[src/rtl/dac_sample_streamer.sv]
// dac_sample_streamer: buffers I/Q sample pairs written over the slave bus and
// streams them to an interleaved 10-bit DAC port at a programmable phase rate.
module dac_sample_streamer #(
  parameter int unsigned FIFO_DEPTH = 16,
  parameter logic [9:0]  IDLE_CODE  = 10'h200
) (
  input  logic                          Bus2IP_Clk,
  input  logic                          Bus2IP_Reset,
  input  logic                          Wr_Valid,
  input  logic [0:31]                   Wr_Data,
  output logic                          Wr_Ready,
  input  logic                          Ctrl_Enable,
  input  logic [0:15]                   Rate_Div,
  input  logic                          Underrun_Clr,
  output logic [0:$clog2(FIFO_DEPTH)]   Fifo_Level,
  output logic                          Underrun,
  output logic [0:9]                    S_Data,
  output logic                          S_DCLKIO,
  output logic                          S_OpEnI,
  output logic                          S_OpEnQ,
  output logic                          S_PWRDN
);

  localparam int unsigned AW = $clog2(FIFO_DEPTH);
  localparam int unsigned LW = AW + 1;
  localparam int unsigned SW = 10;
  localparam int unsigned CW = 16;

  typedef enum logic {
    ST_IDLE = 1'b0,
    ST_RUN  = 1'b1
  } state_e;

  state_e          state_q, state_d;
  logic [CW-1:0]   cnt_q, cnt_d;
  logic            phase_i_q, phase_i_d;
  logic [AW-1:0]   wr_ptr_q, wr_ptr_d;
  logic [AW-1:0]   rd_ptr_q, rd_ptr_d;
  logic [LW-1:0]   level_q, level_d;
  logic [SW-1:0]   hold_i_q, hold_i_d;
  logic [SW-1:0]   hold_q_q, hold_q_d;
  logic [SW-1:0]   s_data_q, s_data_d;
  logic            dclk_q, dclk_d;
  logic            open_q, open_d;
  logic            pwrdn_q, pwrdn_d;
  logic            underrun_q, underrun_d;
  logic            wr_ready_q, wr_ready_d;

  logic [2*SW-1:0] mem_q [FIFO_DEPTH];
  logic [2*SW-1:0] wr_pair;
  logic [2*SW-1:0] rd_pair;
  logic            push;
  logic            pop;
  logic            fifo_empty;
  logic            underrun_set;
  logic            unused_wr_bits;

  // Upper I sample and lower Q sample; remaining write bits carry nothing.
  assign wr_pair        = {Wr_Data[6:15], Wr_Data[22:31]};
  assign unused_wr_bits = ^{Wr_Data[0:5], Wr_Data[16:21]};
  assign rd_pair        = mem_q[rd_ptr_q];
  assign fifo_empty     = (level_q == '0);
  assign push           = Wr_Valid && wr_ready_q && !Bus2IP_Reset;

  // Sample-pair storage; pointers wrap naturally modulo the power-of-2 depth.
  always_ff @(posedge Bus2IP_Clk) begin
    if (push) begin
      mem_q[wr_ptr_q] <= wr_pair;
    end
  end

  // Next-state: IDLE/RUN sequencing, phase ticks, FIFO bookkeeping, outputs.
  always_comb begin
    state_d      = state_q;
    cnt_d        = cnt_q;
    phase_i_d    = phase_i_q;
    hold_i_d     = hold_i_q;
    hold_q_d     = hold_q_q;
    s_data_d     = s_data_q;
    dclk_d       = dclk_q;
    pop          = 1'b0;
    underrun_set = 1'b0;

    case (state_q)
      ST_IDLE: begin
        if (Ctrl_Enable && !fifo_empty) begin
          state_d   = ST_RUN;
          cnt_d     = '0;
          phase_i_d = 1'b1;
        end
      end
      ST_RUN: begin
        if (cnt_q == '0) begin
          cnt_d = Rate_Div;
          if (phase_i_q) begin
            // A disable only lands on a pair boundary, and then nothing is popped.
            if (!Ctrl_Enable) begin
              state_d = ST_IDLE;
              cnt_d   = '0;
            end else begin
              if (!fifo_empty) begin
                pop      = 1'b1;
                hold_i_d = rd_pair[2*SW-1:SW];
                hold_q_d = rd_pair[SW-1:0];
              end else begin
                underrun_set = 1'b1;
              end
              s_data_d  = fifo_empty ? hold_i_q : rd_pair[2*SW-1:SW];
              dclk_d    = 1'b1;
              phase_i_d = 1'b0;
            end
          end else begin
            s_data_d  = hold_q_q;
            dclk_d    = 1'b0;
            phase_i_d = 1'b1;
          end
        end else begin
          cnt_d = cnt_q - CW'(1);
        end
      end
      default: state_d = ST_IDLE;
    endcase

    if (state_d == ST_IDLE) begin
      s_data_d = IDLE_CODE;
      dclk_d   = 1'b0;
      open_d   = 1'b0;
      pwrdn_d  = !Ctrl_Enable;
    end else begin
      open_d   = 1'b1;
      pwrdn_d  = 1'b0;
    end

    wr_ptr_d = push ? (wr_ptr_q + AW'(1)) : wr_ptr_q;
    rd_ptr_d = pop  ? (rd_ptr_q + AW'(1)) : rd_ptr_q;
    case ({push, pop})
      2'b10:   level_d = level_q + LW'(1);
      2'b01:   level_d = level_q - LW'(1);
      default: level_d = level_q;
    endcase
    wr_ready_d = (level_d != LW'(FIFO_DEPTH));

    // A coincident set beats the clear.
    if (underrun_set) begin
      underrun_d = 1'b1;
    end else if (Underrun_Clr) begin
      underrun_d = 1'b0;
    end else begin
      underrun_d = underrun_q;
    end
  end

  // State and output registers with synchronous reset.
  always_ff @(posedge Bus2IP_Clk) begin
    if (Bus2IP_Reset) begin
      state_q    <= ST_IDLE;
      cnt_q      <= '0;
      phase_i_q  <= 1'b1;
      wr_ptr_q   <= '0;
      rd_ptr_q   <= '0;
      level_q    <= '0;
      hold_i_q   <= IDLE_CODE;
      hold_q_q   <= IDLE_CODE;
      s_data_q   <= IDLE_CODE;
      dclk_q     <= 1'b0;
      open_q     <= 1'b0;
      pwrdn_q    <= 1'b1;
      underrun_q <= 1'b0;
      wr_ready_q <= 1'b1;
    end else begin
      state_q    <= state_d;
      cnt_q      <= cnt_d;
      phase_i_q  <= phase_i_d;
      wr_ptr_q   <= wr_ptr_d;
      rd_ptr_q   <= rd_ptr_d;
      level_q    <= level_d;
      hold_i_q   <= hold_i_d;
      hold_q_q   <= hold_q_d;
      s_data_q   <= s_data_d;
      dclk_q     <= dclk_d;
      open_q     <= open_d;
      pwrdn_q    <= pwrdn_d;
      underrun_q <= underrun_d;
      wr_ready_q <= wr_ready_d;
    end
  end

  assign Wr_Ready   = wr_ready_q;
  assign Fifo_Level = level_q;
  assign Underrun   = underrun_q;
  assign S_Data     = s_data_q;
  assign S_DCLKIO   = dclk_q;
  assign S_OpEnI    = open_q;
  assign S_OpEnQ    = open_q;
  assign S_PWRDN    = pwrdn_q;

endmodule

[config.mk]
export PLATFORM = sky130hd
export DESIGN_NAME = dac_sample_streamer
export DESIGN_NICKNAME = d
export VERILOG_FILES = /design/src/rtl/dac_sample_streamer.sv
export SDC_FILE = /design/constraint.sdc
export NUM_CORES = 1
export LEC_CHECK = 0
export ABC_CLOCK_PERIOD_IN_PS = 2900
export BUFFER_PORTS_ARGS = -buffer_cell sky130_fd_sc_hd__clkbuf_2
export CAP_MARGIN = 5
export CORE_AREA = 2 2 190 192
export DETAILED_ROUTE_END_ITERATION = 8
export DIE_AREA = 0 0 192 194
export SYNTH_ARGS = -nofsm -noshare
export SYNTH_HDL_FRONTEND = slang
export SYNTH_SLANG_ARGS = --single-unit
[constraint.sdc]
create_clock -name Bus2IP_Clk -period 2.9 [get_ports Bus2IP_Clk]
set_input_delay 0.58 -clock Bus2IP_Clk [delete_from_list [all_inputs] [get_ports Bus2IP_Clk]]
set_output_delay 0.58 -clock Bus2IP_Clk [all_outputs]
set_load 0.01 [all_outputs]
==> results of run 1 <==
[worst max-delay path, delay by kind of cell (launching register included)]
family | cells | cell delay [ps]
AND/OR/NAND/NOR | 6 | 1090
AO/OA/AOI/OAI | 3 | 490
adder cells (fa/ha/maj) | 3 | 610
flip-flops | 1 | 310
XOR/XNOR | 1 | 70
buffers and inverters | 1 | 70
[routing by layer]
metal | wire, microns | vias up | track usage (%)
li1 | - | 3987 | -
met1 | 15600 | 4475 | 26.9
met2 | 17800 | 221 | 32.8
met3 | 1720 | 53 | 3.46
met4 | 820 | 0 | 5.37
met5 | 0 | - | 0
[placed cells by master, fill, tap and decap left out, drive strengths merged, types with 3 or more instances in the layout]
master    synthesis  final
a21oi            31     31
xnor2             8      8
nor2             43     43
o32ai            10     10
a221o             4      4
nor2b             7      7
or2               3      3
nor3             13     13
o31ai            11     11
dfxtp            69     69
a221oi           20     20
a22oi            16     16
mux4             70     70
clkinv            0     11
or3               6      6
or4               3      3
edfxtp          320    320
a21o              6      6
nand3            21     21
and3              9      9
o22ai            11     11
clkbuf           35    114
ha               10     10
nand2            46     46
o21ai            23     23
nand4             3      3
buf              24     74
inv              23     26
mux2i            51     51
nand2b            7      7
clkinvlp          0      4
a31oi             4      4
xor2              5      5
nor4              6      6
[what timing repair did]
action                                  CTS  global route
setup buffers                             0             1
resized for setup                         3             3
pin swaps                                 0             1
endpoints found under the setup margin    2             2
[cells by family after synthesis]
group,count (synthesis),synth area share [%]
and+or+nand+nor,175,5.80
xor gates and xnor gates,13,0.729
buffers and inverters,82,2.26
AOI/OAI and AO/OA,151,6.70
adders and majority gates,10,0.801
muxes,121,13.4
DFF,389,70.4
[final timing paths]
path | cells after the start | startpoint | to
worst max-delay path | 14 | cnt_q[0] | Fifo_Level[0]
worst min-delay path | 3 | Rate_Div[1] | cnt_q[14]
worst min register to register | 2 | hold_i_q[9] | hold_i_q[9]
worst max register to register | 14 | cnt_q[0] | Fifo_Level[0]
[final cells by class]
type	instances	area share (%)
well taps	461	3.17
inverters	23	0.475
clock buffers	53	6.06
flip-flops and latches	389	60.5
multi-input cells	470	24.1
repair buffers	135	4.94
clock inverters	19	0.682
[state kept, by name (all words and copies together) (netlist names), named ones only]
| register | flops |
|---|---|
| cnt_q | 16 |
| Underrun | 1 |
| mem_q | 320 |
| S_DCLKIO | 1 |
| hold_i_q | 10 |
| S_Data | 10 |
| S_PWRDN | 1 |
| phase_i_q | 1 |
| hold_q_q | 10 |
| Fifo_Level | 5 |
| state_q | 1 |
| Wr_Ready | 1 |
| rd_ptr_q | 4 |
| wr_ptr_q | 4 |
[report_power, final]
group	switching [W]	internal (W)
logic	0.000498	0.000333
clock network	0.00205	0.00276
registers	0.0000344	0.00610
total	0.00258	0.00919
[stage by stage]
step	worst slack, ps	setup TNS (ps)	total power, W	instance area (sq um)
6_report	142	0	0.0118	18200
5_1_grt	2.30	0	0.0122	18200
4_1_cts	39.7	0	0.0119	18100
3_5_place_dp	-102	-166	0.00708	16900
3_3_place_gp	-40.2	-46.1	0.00707	16900
2_1_floorplan	22.8	0	0.00676	15600
==> impl_metrics.env, run 1 <==
export IMPL_status="finished clean"
export IMPL_grt_overflow_total=0
export IMPL_die_area_sq_um=37200
export IMPL_first_pass_iters=5
export IMPL_worstSetupStartpointType="flop"
export IMPL_hpwl_microns=21800
export IMPL_grt_usage_pct=19.8
export IMPL_drcViolationCount=0
export IMPL_rows=69
export IMPL_path_cells="inv_1 -> ha_1 -> nor4b_4 -> and3_1 -> nand2_1 -> nor3_2 -> ha_2 -> xor2_1 -> ha_1 -> a21o_1 -> a22oi_1 -> o21ai_1 -> nor4b_4 -> or2_2"
export IMPL_nNetsFinal=1122
export IMPL_crit_required_ps=3320
export IMPL_area_delta_synth_final_pct=16.3
export IMPL_dpl_cell_count=1477
export IMPL_clkTransAtPathRegs_ps=60
export IMPL_async_reset_ff_share_pct=0
export IMPL_fmax_mhz=363
export IMPL_ir_drop_uv=429
export IMPL_synth_ff_type="edfxtp_1"
export IMPL_clockBufferDepth=3
export IMPL_worst_pin_slew_ps=780
export IMPL_seq_area_frac_synth_pct=70.4
export IMPL_antenna_found_initial=0
export IMPL_finalSetupViolations=0
export IMPL_die_width_microns=192
export IMPL_fp_coreArea_sq_um=35200
export IMPL_fill_cells=2850
export IMPL_synth_area_per_cell_sq_um=16.6
export IMPL_ant_nets=0
export IMPL_wl_per_cell_microns=23.2
export IMPL_via_per_inst=5.64
export IMPL_synth_common_cells="edfxtp_1, mux4_2, dfxtp_1"
export IMPL_tritoncts="built"
export IMPL_synth_top_area_cell="edfxtp_1"
export IMPL_synth_warnings=0
export IMPL_fin_hold_ws_ps=298
export IMPL_synth_cell_types=61
export IMPL_synthesis_nets=1004
export IMPL_clock_skew_ps=12.6
export IMPL_cts_hold_buffers=0
export IMPL_fin_util_pct=51.6
export IMPL_h_tree_depth=2
export IMPL_grt_start_max_net_pins=53
export IMPL_start_util_pct=44.3
export IMPL_clkLatencyLatePin_ps=530
export IMPL_max_cap_violations=0
export IMPL_wl_microns=36000
export IMPL_drive_gt1_share_pct=27.1
export IMPL_synth_edf_count=320
export IMPL_grt_setup_unrepaired="false"
export IMPL_ys_seq_elements=389
export IMPL_critical_path_slowest_cell="dfxtp_1"
export IMPL_ios=74
export IMPL_place_gp_congestion=0.828
export IMPL_yosysMostFrequentCell="edfxtp_1"
export IMPL_synth_area_sq_um=15600
export IMPL_portBuffers=61
export IMPL_fin_crit_ps=2760
export IMPL_endpoint_kind="flop"
export IMPL_diodes=0
export IMPL_p_per_area_nw_per_um2=648
export IMPL_hold_violations=0
export IMPL_fp_dieH_microns=194
export IMPL_crit_path_max_incr_delay_ps=310
export IMPL_first_global_vias=8767
export IMPL_hp_class="input port to flop"
export IMPL_crit_type="flop to flop"
export IMPL_ff_latch_area_sq_um=11000
export IMPL_multi_input_area_sq_um=4390
export IMPL_cp_data_arrival_time_ps=3180
export IMPL_slew_headroom_pct=47.5
export IMPL_slew_viol_final=0
export IMPL_synth_area_leaders="edfxtp_1, mux4_2, dfxtp_1"
export IMPL_cts_root_buf="clkbuf_16"
export IMPL_crit_fanout=4
export IMPL_vias=8736
export IMPL_stdcell_count=1550
export IMPL_numCtsBuffers=40
export IMPL_first_iter_violations=801
export IMPL_total_leakage_power_nw=5.89
export IMPL_min_period_over_period_pct=95.1
export IMPL_grt_pass1_wl_microns=54500
export IMPL_netlist_area_leader_share_pct=61.5
export IMPL_numClockSinks=389
export IMPL_reg2reg_slack_ps=140
export IMPL_synthCells=941
Note: power is estimated with default switching activity, not from simulation.
==> run 2, diff against run 1 <==
RECOVER_POWER = 25   (was default)
==> impl_metrics.env, run 2 (synthesized netlist as in run 1, its figures left out) <==
export IMPL_status="finished clean"
export IMPL_p_int_w=0.00919
export IMPL_wl_per_cell_microns=23.2
export IMPL_crit_required_ps=3320
export IMPL_vias=8724
export IMPL_reg2reg_slack_ps=140
export IMPL_top_regs="mem_q x320, cnt_q x16"
export IMPL_max_cap_violations=0
export IMPL_top_register="mem_q"
export IMPL_numCtsBuffers=40
export IMPL_min_period_over_period_pct=95.2
export IMPL_fin_crit_ps=2760
export IMPL_stdcell_count=1550
export IMPL_via_per_inst=5.63
export IMPL_pwr_share_clk_pct=40.9
export IMPL_slew_viol_final=0
export IMPL_die_area_sq_um=37200
export IMPL_fin_hold_ws_ps=299
export IMPL_fin_util_pct=51.5
export IMPL_first_pass_iters=4
export IMPL_antenna_found_initial=0
export IMPL_rows=69
export IMPL_largest_register_ffs=320
export IMPL_hpwl_microns=21800
export IMPL_final_cell_mix="edfxtp_1, buf_4, mux4_2"
export IMPL_hold_violations=0
export IMPL_p_per_area_nw_per_um2=649
export IMPL_area_delta_synth_final_pct=16.2
export IMPL_grt_usage_pct=19.8
export IMPL_diodes=0
export IMPL_grt_start_max_net_pins=53
export IMPL_hold_start="Rate_Div[1]"
export IMPL_portBuffers=61
export IMPL_clkLatencyLatePin_ps=530
export IMPL_ios=74
export IMPL_clkTransAtPathRegs_ps=60
export IMPL_tritoncts="built"
export IMPL_start_util_pct=44.3
export IMPL_hp_class="input port to flop"
export IMPL_fp_dieH_microns=194
export IMPL_grt_overflow_total=0
export IMPL_grt_pass1_wl_microns=54500
export IMPL_worstSetupStartpointType="flop"
export IMPL_fmax_mhz=362
export IMPL_min_path_cells=3
export IMPL_regToRegEndpoint="Fifo_Level[0]"
export IMPL_grt_setup_unrepaired="false"
export IMPL_clock_skew_ps=13.8
export IMPL_drcViolationCount=0
export IMPL_place_gp_congestion=0.828
export IMPL_ir_drop_uv=427
export IMPL_clockBufferDepth=3
export IMPL_cp_data_arrival_time_ps=3180
export IMPL_first_iter_violations=806
export IMPL_worst_pin_slew_ps=775
export IMPL_reg2reg_depth=14
export IMPL_endpoint_kind="flop"
export IMPL_h_tree_depth=2
export IMPL_wl_microns=36000
export IMPL_fp_coreArea_sq_um=35200
export IMPL_die_width_microns=192
export IMPL_numClockSinks=389
export IMPL_p_comb_share_pct=7.0
export IMPL_p_sw_w=0.00258
export IMPL_ant_nets=0
export IMPL_reg2reg_from="cnt_q[0]"
export IMPL_dpl_cell_count=1477
export IMPL_setup_tns_ps=0
export IMPL_nNetsFinal=1122
export IMPL_p_seq_share_pct=52.1
export IMPL_cts_hold_buffers=0
export IMPL_total_power_w=0.0118
export IMPL_cts_root_buf="clkbuf_16"
export IMPL_crit_type="flop to flop"
export IMPL_whs_endpoint="cnt_q[14]"
export IMPL_drive_gt1_share_pct=26.0
export IMPL_finalSetupViolations=0
export IMPL_p_sw_share_pct=21.9
export IMPL_total_leakage_power_nw=5.85
export IMPL_crit_fanout=4
export IMPL_slew_headroom_pct=47.9
export IMPL_final_common_cell="edfxtp_1"
export IMPL_first_global_vias=8767
[run 2: final cells by class]
type / count / area (sq um)
Fill cell: 2852 / 17100
Sequential cell: 389 / 11000
Multi-Input combinational cell: 470 / 4390
Clock buffer: 53 / 1100
Timing Repair Buffer: 135 / 883
Tap cell: 461 / 577
Clock inverter: 19 / 124
Inverter: 23 / 86.3
[run 2: repair_timing]
action                                  4_1_cts  5_1_grt
buffers inserted                              0        1
endpoints found under the setup margin        2        2
gates resized for setup                       3        3
pin swaps                                     0        1
[run 2: worst max-delay path, stage by stage (launching register included)]
cell     delay (ps)
dfxtp_1         310
inv_1            70
ha_1            150
nor4b_4         220
and3_1          210
nand2_1          90
nor3_2          150
ha_2            230
xor2_1           70
ha_1            230
a21o_1          190
a22oi_1         190
o21ai_1         110
nor4b_4         140
or2_2           280
[run 2: metrics by stage]
step	setup slack (ps)	area [sq um]
4_1_cts	39.7	18100
3_3_place_gp	-40.2	16900
5_1_grt	2.30	18200
6_report	140	18200
2_1_floorplan	22.8	15600
3_5_place_dp	-102	16900
[run 2: worst max-delay path by stage]
stage | start | endpoint | slack (ps) | cells past startpoint
global placement | cnt_q[10] | Wr_Ready | -40 | 12
CTS | cnt_q[0] | Fifo_Level[0] | 40 | 14
finish | cnt_q[0] | Fifo_Level[0] | 140 | 14
detailed placement | cnt_q[10] | Wr_Ready | -100 | 12
floorplan | cnt_q[4] | Fifo_Level[0] | 20 | 14
global route | cnt_q[1] | Fifo_Level[0] | 2 | 14
[run 2: power groups by stage]
| stage | Sequential [W] | Clock (W) | Combinational (W) |
|---|---|---|---|
| floorplan | 0.00626 | 0 | 0.000502 |
| global placement | 0.00625 | 0 | 0.000820 |
| detailed placement | 0.00625 | 0 | 0.000826 |
| CTS | 0.00614 | 0.00490 | 0.000836 |
| global route | 0.00614 | 0.00511 | 0.000909 |
| finish | 0.00614 | 0.00481 | 0.000828 |
[run 2: routing by layer]
metal / track usage (%) / share of wire [%] / vias up
met2: 32.8 / 50 / 227
met1: 26.9 / 43 / 4456
met3: 3.46 / 5.1 / 53
met5: 0 / 0 / -
met4: 5.37 / 2.3 / 0
li1: - / - / 3988
==> run 3, diff against run 2 <==
HOLD_SLACK_MARGIN = 0.05   (was default)
SETUP_SLACK_MARGIN = 0.15   (was default)
SLEW_MARGIN = 20   (was default)
==> impl_metrics.env, run 3 (synthesized netlist as in run 1, its figures left out) <==
export IMPL_status="finished clean"
export IMPL_wl_met2_microns=18000
export IMPL_numCtsBuffers=40
export IMPL_rows=69
export IMPL_top_regs="mem_q x320, cnt_q x16"
export IMPL_grt_pass1_wl_microns=54500
export IMPL_final_common_cell="edfxtp_1"
export IMPL_drcViolationCount=0
export IMPL_fp_dieH_microns=194
export IMPL_fin_util_pct=51.8
export IMPL_largest_register_ffs=320
export IMPL_regToRegEndpoint="Fifo_Level[0]"
export IMPL_total_leakage_power_nw=5.88
export IMPL_drive_gt1_share_pct=27.1
export IMPL_critical_path_slowest_cell="dfxtp_2"
export IMPL_min_period_over_period_pct=91.9
export IMPL_die_area_sq_um=37200
export IMPL_crit_fanout=4
export IMPL_slew_headroom_pct=45.1
export IMPL_clock_skew_ps=12.5
export IMPL_top_register="mem_q"
export IMPL_worstSetupStartpointType="flop"
export IMPL_first_global_vias=8775
export IMPL_wl_microns=36200
export IMPL_reg2reg_from="cnt_q[1]"
export IMPL_hold_start="Rate_Div[14]"
export IMPL_nNetsFinal=1125
export IMPL_worst_pin_slew_ps=816
export IMPL_final_cell_mix="edfxtp_1, buf_4, mux4_2"
export IMPL_whs_endpoint="cnt_q[1]"
export IMPL_ios=74
export IMPL_vias=8730
export IMPL_via_per_inst=5.62
export IMPL_wl_met3_microns=1840
export IMPL_hold_violations=0
export IMPL_p_int_w=0.00923
export IMPL_antenna_found_initial=0
export IMPL_highest_layer="met4"
export IMPL_p_comb_share_pct=7.5
export IMPL_fin_crit_ps=2670
export IMPL_ir_drop_uv=431
export IMPL_crit_required_ps=3320
export IMPL_met1_length_microns=15600
export IMPL_diodes=0
export IMPL_area_delta_synth_final_pct=16.7
export IMPL_grt_setup_unrepaired="true"
export IMPL_place_gp_congestion=0.828
export IMPL_slew_viol_final=0
export IMPL_grt_overflow_total=0
export IMPL_grt_start_max_net_pins=53
export IMPL_pwr_share_clk_pct=40.6
export IMPL_fmax_mhz=375
export IMPL_clkTransAtPathRegs_ps=60
export IMPL_numClockSinks=389
export IMPL_first_pass_iters=5
export IMPL_crit_path_max_incr_delay_ps=320
export IMPL_p_per_area_nw_per_um2=649
export IMPL_portBuffers=61
export IMPL_tritoncts="built"
export IMPL_reg2reg_depth=14
export IMPL_die_width_microns=192
export IMPL_ant_nets=0
export IMPL_start_util_pct=44.3
export IMPL_max_cap_violations=0
export IMPL_fp_coreArea_sq_um=35200
export IMPL_cts_hold_buffers=0
export IMPL_path_cells="inv_2 -> ha_4 -> nor4b_4 -> and3_4 -> nand2_4 -> nor3_4 -> ha_2 -> xor2_1 -> ha_2 -> a21o_1 -> a22oi_2 -> o21ai_2 -> a21oi_1 -> or2_2"
export IMPL_endpoint_kind="flop"
export IMPL_setup_ws_ps=234
export IMPL_p_sw_share_pct=22.0
export IMPL_p_sw_w=0.00260
export IMPL_finalSetupViolations=0
export IMPL_grt_usage_pct=19.8
export IMPL_cp_data_arrival_time_ps=3080
export IMPL_clockBufferDepth=3
export IMPL_min_path_cells=3
export IMPL_cpMostUsedCell="ha_2"
export IMPL_hp_class="input port to flop"
export IMPL_reg2reg_slack_ps=230
export IMPL_h_tree_depth=2
export IMPL_dp_slack_ps=-102
export IMPL_p_seq_share_pct=51.9
export IMPL_crit_type="flop to flop"
export IMPL_cts_root_buf="clkbuf_16"
export IMPL_first_iter_violations=846
export IMPL_clkLatencyLatePin_ps=530
export IMPL_hpwl_microns=21800
export IMPL_wl_per_cell_microns=23.3
-- run 3: changes by cell type in the layout (fill, tap and decap cells not counted), sizes merged --
cell	change
buf	+3
-- run 3: worst max-delay path, delay by kind of cell (launching register included) --
family,cells,cell delay [ps]
AND/OR/NAND/NOR,5,960
adder cells (fa/ha/maj),3,580
AO/OA/AOI/OAI,4,460
flip-flops,1,320
XOR/XNOR,1,150
buffers and inverters,1,70
-- run 3: repair_timing --
action	4_1_cts	5_1_grt
pin swaps	3	10
gates resized for setup	6	15
buffers inserted	2	2
setup endpoints to repair	2	2
-- run 3: metrics by stage --
step           cell area, sq um  TNS (ps)  std cells  hold WS [ps]  power, W
3_5_place_dp              16900      -166       1477           447   0.00708
4_1_cts                   18200         0       1551           286    0.0119
2_1_floorplan             15600         0        941           428   0.00676
3_3_place_gp              16900     -46.1       1477           440   0.00707
6_report                  18200         0       1553           301    0.0118
5_1_grt                   18200         0       1553           302    0.0122
-- run 3: cell type report --
type	instances	area [sq um]
Fill cell	2847	17000
Tap cell	461	577
Clock inverter	19	124
Timing Repair Buffer	138	906
Sequential cell	389	11000
Clock buffer	53	1100
Inverter	23	86.3
Multi-Input combinational cell	470	4440
-- run 3: layer usage --
layer  global-route usage [%]  vias up
li1                         -     3999
met3                     3.46       53
met2                     32.8      215
met5                        0        -
met4                     5.37        0
met1                     26.9     4463
-- run 3: worst max-delay path by stage --
stage	to	startpoint	depth (start not counted)
floorplan	Fifo_Level[0]	cnt_q[4]	14
global placement	Wr_Ready	cnt_q[10]	12
detailed placement	Wr_Ready	cnt_q[10]	12
CTS	Fifo_Level[0]	cnt_q[0]	14
global route	Wr_Ready	cnt_q[0]	14
finish	Fifo_Level[0]	cnt_q[1]	14
-- run 3: power by group through the flow --
stage / clock network (W) / registers (W) / logic [W]
after CTS: 0.00490 / 0.00614 / 0.000849
after global placement: 0 / 0.00625 / 0.000820
final: 0.00481 / 0.00614 / 0.000890
after detailed placement: 0 / 0.00625 / 0.000826
after floorplan: 0 / 0.00626 / 0.000502
after global routing: 0.00511 / 0.00614 / 0.000971
